<file path="config.mk">
export PLATFORM = sky130hd
export DESIGN_NAME = multicycle_ctrl
export DESIGN_NICKNAME = d
export VERILOG_FILES = /design/src/rtl/multicycle_ctrl.sv
export SDC_FILE = /design/constraint.sdc
export NUM_CORES = 1
export LEC_CHECK = 0
export ABC_AREA = 1
export BUFFER_PORTS_ARGS = -buffer_cell sky130_fd_sc_hd__buf_2
export CAP_MARGIN = 20
export CORE_AREA = 2 2 39 41
export CTS_BUF_LIST = sky130_fd_sc_hd__clkbuf_2
export CTS_CLUSTER_SIZE = 30
export DETAILED_ROUTE_END_ITERATION = 16
export DIE_AREA = 0 0 41 43
export HOLD_SLACK_MARGIN = 0.15
export PLACE_DENSITY_LB_ADDON = 0.2
export SLEW_MARGIN = 20
export SYNTH_ARGS = -nofsm -noshare
export SYNTH_HDL_FRONTEND = slang
export SYNTH_SLANG_ARGS = --single-unit
</file>
<file path="constraint.sdc">
create_clock -name clk -period 3 [get_ports clk]
set_input_delay 0.15 -clock clk [delete_from_list [all_inputs] [get_ports clk]]
set_output_delay 0.15 -clock clk [all_outputs]
set_load 0.1 [all_outputs]
</file>
<file path="src/rtl/multicycle_ctrl.sv">
// rtl/multicycle_ctrl.sv - multicycle MIPS main controller FSM with memory-ready handshake
module multicycle_ctrl #(
    parameter int ST_W = 4
) (
    input  logic            clk,
    input  logic            rst,
    input  logic [5:0]      opcode,
    input  logic            zero,
    input  logic            mem_ready,
    output logic            pc_en,
    output logic            iord,
    output logic            we_ir,
    output logic            we_dm,
    output logic            reg_dst,
    output logic            mem2reg,
    output logic            we_reg,
    output logic            jal,
    output logic            alu_src_a,
    output logic [1:0]      alu_src_b,
    output logic [1:0]      alu_op,
    output logic [1:0]      pc_src,
    output logic            instr_done,
    output logic            illegal_op,
    output logic [ST_W-1:0] state
);

    localparam logic [ST_W-1:0] S_FETCH  = ST_W'(0);
    localparam logic [ST_W-1:0] S_DECODE = ST_W'(1);
    localparam logic [ST_W-1:0] S_MEMADR = ST_W'(2);
    localparam logic [ST_W-1:0] S_MEMRD  = ST_W'(3);
    localparam logic [ST_W-1:0] S_MEMWB  = ST_W'(4);
    localparam logic [ST_W-1:0] S_MEMWR  = ST_W'(5);
    localparam logic [ST_W-1:0] S_RTEX   = ST_W'(6);
    localparam logic [ST_W-1:0] S_RTWB   = ST_W'(7);
    localparam logic [ST_W-1:0] S_BEQEX  = ST_W'(8);
    localparam logic [ST_W-1:0] S_ADDIEX = ST_W'(9);
    localparam logic [ST_W-1:0] S_ADDIWB = ST_W'(10);
    localparam logic [ST_W-1:0] S_JEX    = ST_W'(11);
    localparam logic [ST_W-1:0] S_JALEX  = ST_W'(12);

    localparam logic [5:0] OP_RTYPE = 6'b000000;
    localparam logic [5:0] OP_ADDI  = 6'b001000;
    localparam logic [5:0] OP_BEQ   = 6'b000100;
    localparam logic [5:0] OP_J     = 6'b000010;
    localparam logic [5:0] OP_JAL   = 6'b000011;
    localparam logic [5:0] OP_LW    = 6'b100011;
    localparam logic [5:0] OP_SW    = 6'b101011;

    logic [ST_W-1:0] state_q;
    logic [ST_W-1:0] state_nxt;

    always_ff @(posedge clk or posedge rst) begin
        if (rst) begin
            state_q <= S_FETCH;
        end else begin
            state_q <= state_nxt;
        end
    end

    assign state = state_q;

    always_comb begin
        state_nxt = S_FETCH;
        case (state_q)
            S_FETCH:  state_nxt = mem_ready ? S_DECODE : S_FETCH;
            S_DECODE: begin
                case (opcode)
                    OP_RTYPE:     state_nxt = S_RTEX;
                    OP_ADDI:      state_nxt = S_ADDIEX;
                    OP_BEQ:       state_nxt = S_BEQEX;
                    OP_J:         state_nxt = S_JEX;
                    OP_JAL:       state_nxt = S_JALEX;
                    OP_LW, OP_SW: state_nxt = S_MEMADR;
                    default:      state_nxt = S_FETCH;
                endcase
            end
            S_MEMADR: state_nxt = (opcode == OP_SW) ? S_MEMWR : S_MEMRD;
            S_MEMRD:  state_nxt = mem_ready ? S_MEMWB : S_MEMRD;
            S_MEMWR:  state_nxt = mem_ready ? S_FETCH : S_MEMWR;
            S_RTEX:   state_nxt = S_RTWB;
            S_ADDIEX: state_nxt = S_ADDIWB;
            default:  state_nxt = S_FETCH;
        endcase
    end

    // Every output is a pure decode of the state; reset masks all of them.
    always_comb begin
        pc_en      = 1'b0;
        iord       = 1'b0;
        we_ir      = 1'b0;
        we_dm      = 1'b0;
        reg_dst    = 1'b0;
        mem2reg    = 1'b0;
        we_reg     = 1'b0;
        jal        = 1'b0;
        alu_src_a  = 1'b0;
        alu_src_b  = 2'b00;
        alu_op     = 2'b00;
        pc_src     = 2'b00;
        instr_done = 1'b0;
        illegal_op = 1'b0;
        if (!rst) begin
            case (state_q)
                S_FETCH: begin
                    alu_src_b = 2'b01;
                    we_ir     = mem_ready;
                    pc_en     = mem_ready;
                end
                S_DECODE: begin
                    alu_src_b = 2'b11;
                    case (opcode)
                        OP_RTYPE, OP_ADDI, OP_BEQ, OP_J, OP_JAL, OP_LW, OP_SW: ;
                        default: begin
                            illegal_op = 1'b1;
                            instr_done = 1'b1;
                        end
                    endcase
                end
                S_MEMADR, S_ADDIEX: begin
                    alu_src_a = 1'b1;
                    alu_src_b = 2'b10;
                end
                S_MEMRD: iord = 1'b1;
                S_MEMWB: begin
                    mem2reg    = 1'b1;
                    we_reg     = 1'b1;
                    instr_done = 1'b1;
                end
                S_MEMWR: begin
                    iord       = 1'b1;
                    we_dm      = 1'b1;
                    instr_done = mem_ready;
                end
                S_RTEX: begin
                    alu_src_a = 1'b1;
                    alu_op    = 2'b10;
                end
                S_RTWB: begin
                    reg_dst    = 1'b1;
                    we_reg     = 1'b1;
                    instr_done = 1'b1;
                end
                S_BEQEX: begin
                    alu_src_a  = 1'b1;
                    alu_op     = 2'b01;
                    pc_src     = 2'b01;
                    pc_en      = zero;
                    instr_done = 1'b1;
                end
                S_ADDIWB: begin
                    we_reg     = 1'b1;
                    instr_done = 1'b1;
                end
                S_JEX: begin
                    pc_src     = 2'b10;
                    pc_en      = 1'b1;
                    instr_done = 1'b1;
                end
                S_JALEX: begin
                    pc_src     = 2'b10;
                    pc_en      = 1'b1;
                    we_reg     = 1'b1;
                    jal        = 1'b1;
                    instr_done = 1'b1;
                end
                default: ;
            endcase
        end
    end

endmodule

</file>
==> out/results.txt <==
Synth cell types = 19
Post-route DRC = 0
CP max stage delay = 0.43 ns
Clock Skews = 0.0141 ns
CTS resizes = 0
Avg WL per Cell = 9.96 um
Slowest-stage cell, CP = buf_2
GRT Overall Usage = 0.210
Die X = 41 um
largest area contributor in the netlist = dfrtp_1
Syn Inst Count = 108
most frequent cells after synthesis = nor2_1 (22), inv_1 (18), nand2_1 (17), nand3_1 (9), a21oi_1 (7)
final period utilization = 0.660
unrepaired setup endpoints after global routing = no
Worst Tran Pin Value = 0.489 ns
cell mode on critical path = nand2_2
vias per cell = 4.81
Layout Nets = 152
crit path cell chain = inv_1 > nand2_2 > inv_2 > nand2_2 > nor2_2 > nor2_1 > a21oi_2 > buf_2
clock buffer depth = 2
Pleak = 0.494 nW
Max Cap Viol = 0
Num CTS Buffers = 3
via count of the routed design = 750
layout cell share with drive strength beyond 1 = 0.414
total grt overflow = 0
crit path time final = 1.98 ns
I/O Pins = 31
most common cell in the netlist = nor2_1
largest net degree at the start of global routing = 18
Worst EP required = 2.85 ns
final count of hold timing violations = 0
Post-Layout Cell Count = 156
clk sinks = 4
post-synth top area share = 0.172
max reg flops = 4
global-route wire length before repair = 2.62 mm
Setup crit start kind = flop
Core Area = 0.00138 mm^2
DR pass1 iterations = 4
Seq/Total Area, Yosys = 0.172
Detail Route Antenna Nets = 0
Die ar. = 0.00176 mm^2
Routed Wire Length = 1.55 mm
CTS clock-pin slew for the worst setup and hold paths = 0.05 ns
CP Data Arrival Time = 1.83 ns
Post-Syn Area per Cell = 5.40 um^2
HPWL after DPL = 1.31 mm
clk root buf = clkbuf_2
peak supply drop = 0.702 mV
ranking of synthesized cells by area = dfrtp_1 (17%), nor2_1 (14%), inv_1 (12%), nand2_1 (11%), nand3_1 (7.7%)
Final setup viols = 0
PortBufs = 30
Hold WC Path Type = in2reg
Core Rows = 14
Ant. Diodes = 0
initial antenna violation count = 0
slew margin rel. = 0.676
Max Slew Vio Count = 0
endpoint class of the critical path = primary output
filler instances = 150
Initial DRC Count = 8
Warnings, synthesis = 0
Main synth FF type = dfrtp_1
Die Height = 43 um
Area Overhead vs Synth = 43.8%
Post-synth EDFFs = 0
WS Path Type = reg2out
fmax = 505 MHz
CTS tree = done
post-synthesis instance area = 583 um^2
CTS H-Tree Depth = 1
dpl cells = 152
Pwr per Cell Area = 995 mW/mm^2
initial core utilization = 0.421
gpl congestion = 0.851
vias in the first global route = 683
status = completed
Async S/R FF share, synth = 1.00
synthesized flop and latch total = 4
Final Util = 0.606
crit path max fanout = 5
clk_lat worst skew = 0.21 ns
syn_nets = 118
[where the power goes]
part | leakage [nW] | total, W | switching [W] | internal (W)
Sequential | 0.0537 | 0.0000950 | 0.0000242 | 0.0000708
Clock | 0.0125 | 0.0000499 | 0.0000230 | 0.0000269
Combinational | 0.428 | 0.000689 | 0.000579 | 0.000111
Total | 0.494 | 0.000834 | 0.000626 | 0.000208
[worst paths after layout]
check	startpoint	endpoint	slack, ns	cells past startpoint
max reg2reg	state[3]$_DFF_PP0_	state[1]$_DFF_PP0_	1.62	8
min reg2reg	state[3]$_DFF_PP0_	state[3]$_DFF_PP0_	0.74	2
min in group asynchronous	rst	state[2]$_DFF_PP0_	0.58	3
max in group asynchronous	rst	state[3]$_DFF_PP0_	2.24	3
min	opcode[3]	state[2]$_DFF_PP0_	0.24	3
max	state[3]$_DFF_PP0_	instr_done	1.02	8
[metrics by stage]
stage | cell area (um^2) | hold slack [ns] | TNS, ns | worst slack, ns | power [W]
floorplan | 651 | 0.314 | -0.176 | -0.176 | 0.000686
global placement | 813 | 0.260 | 0 | 1.28 | 0.000782
detailed placement | 813 | 0.274 | 0 | 1.24 | 0.000785
CTS | 838 | 0.233 | 0 | 1.01 | 0.000839
global route | 838 | 0.270 | 0 | 0.861 | 0.000885
finish | 838 | 0.241 | 0 | 1.02 | 0.000834
[worst max-delay path: cells and delay by family, from the launching register on]
family,cells,cell delay [ns]
AO/OA/AOI/OAI,1,0.11
buffers and inverters,3,0.75
flip-flops,1,0.39
AND/OR/NAND/NOR,4,0.37
[cell families (layout without fill, tap and decap cells)]
kind of cell / count (synthesis) / count (layout) / synth area share
buffers and inverters: 23 / 55 / 0.148
DFF: 4 / 4 / 0.172
AOI/OAI and AO/OA: 16 / 16 / 0.152
and+or+nand+nor: 65 / 65 / 0.528
[routing by layer]
layer	track usage	part of all wire	vias up
li1	-	-	407
met1	0.250	0.43	320
met2	0.366	0.52	23
met3	0.0471	0.049	0
met4	0.0400	0	0
met5	0	0	-
[placed cells by master, fill, tap and decap left out, drive strengths merged]
cell / n
a21oi: 8
a31oi: 2
buf: 30
clkbuf: 3
dfrtp: 4
dlygate4sd3: 1
inv: 21
nand2: 20
nand3: 9
nand3b: 1
nand4: 2
nor2: 27
nor3: 5
nor4: 1
o211ai: 1
o21ai: 5
[timing repair]
item                      CTS  global route
hold endpoints to repair    4             0
hold buffers                1             0
setup buffers               0             0
[area by class of cell]
cell class	instances	area, um^2	area share
Tap cell	16	20.0	0.0239
Timing Repair Buffer	31	160	0.191
Multi-Input combinational cell	81	464	0.554
Inverter	21	78.8	0.0940
Clock buffer	3	15.0	0.0179
Sequential cell	4	100	0.119
No activity file was read; power rests on OpenSTA's default activity.
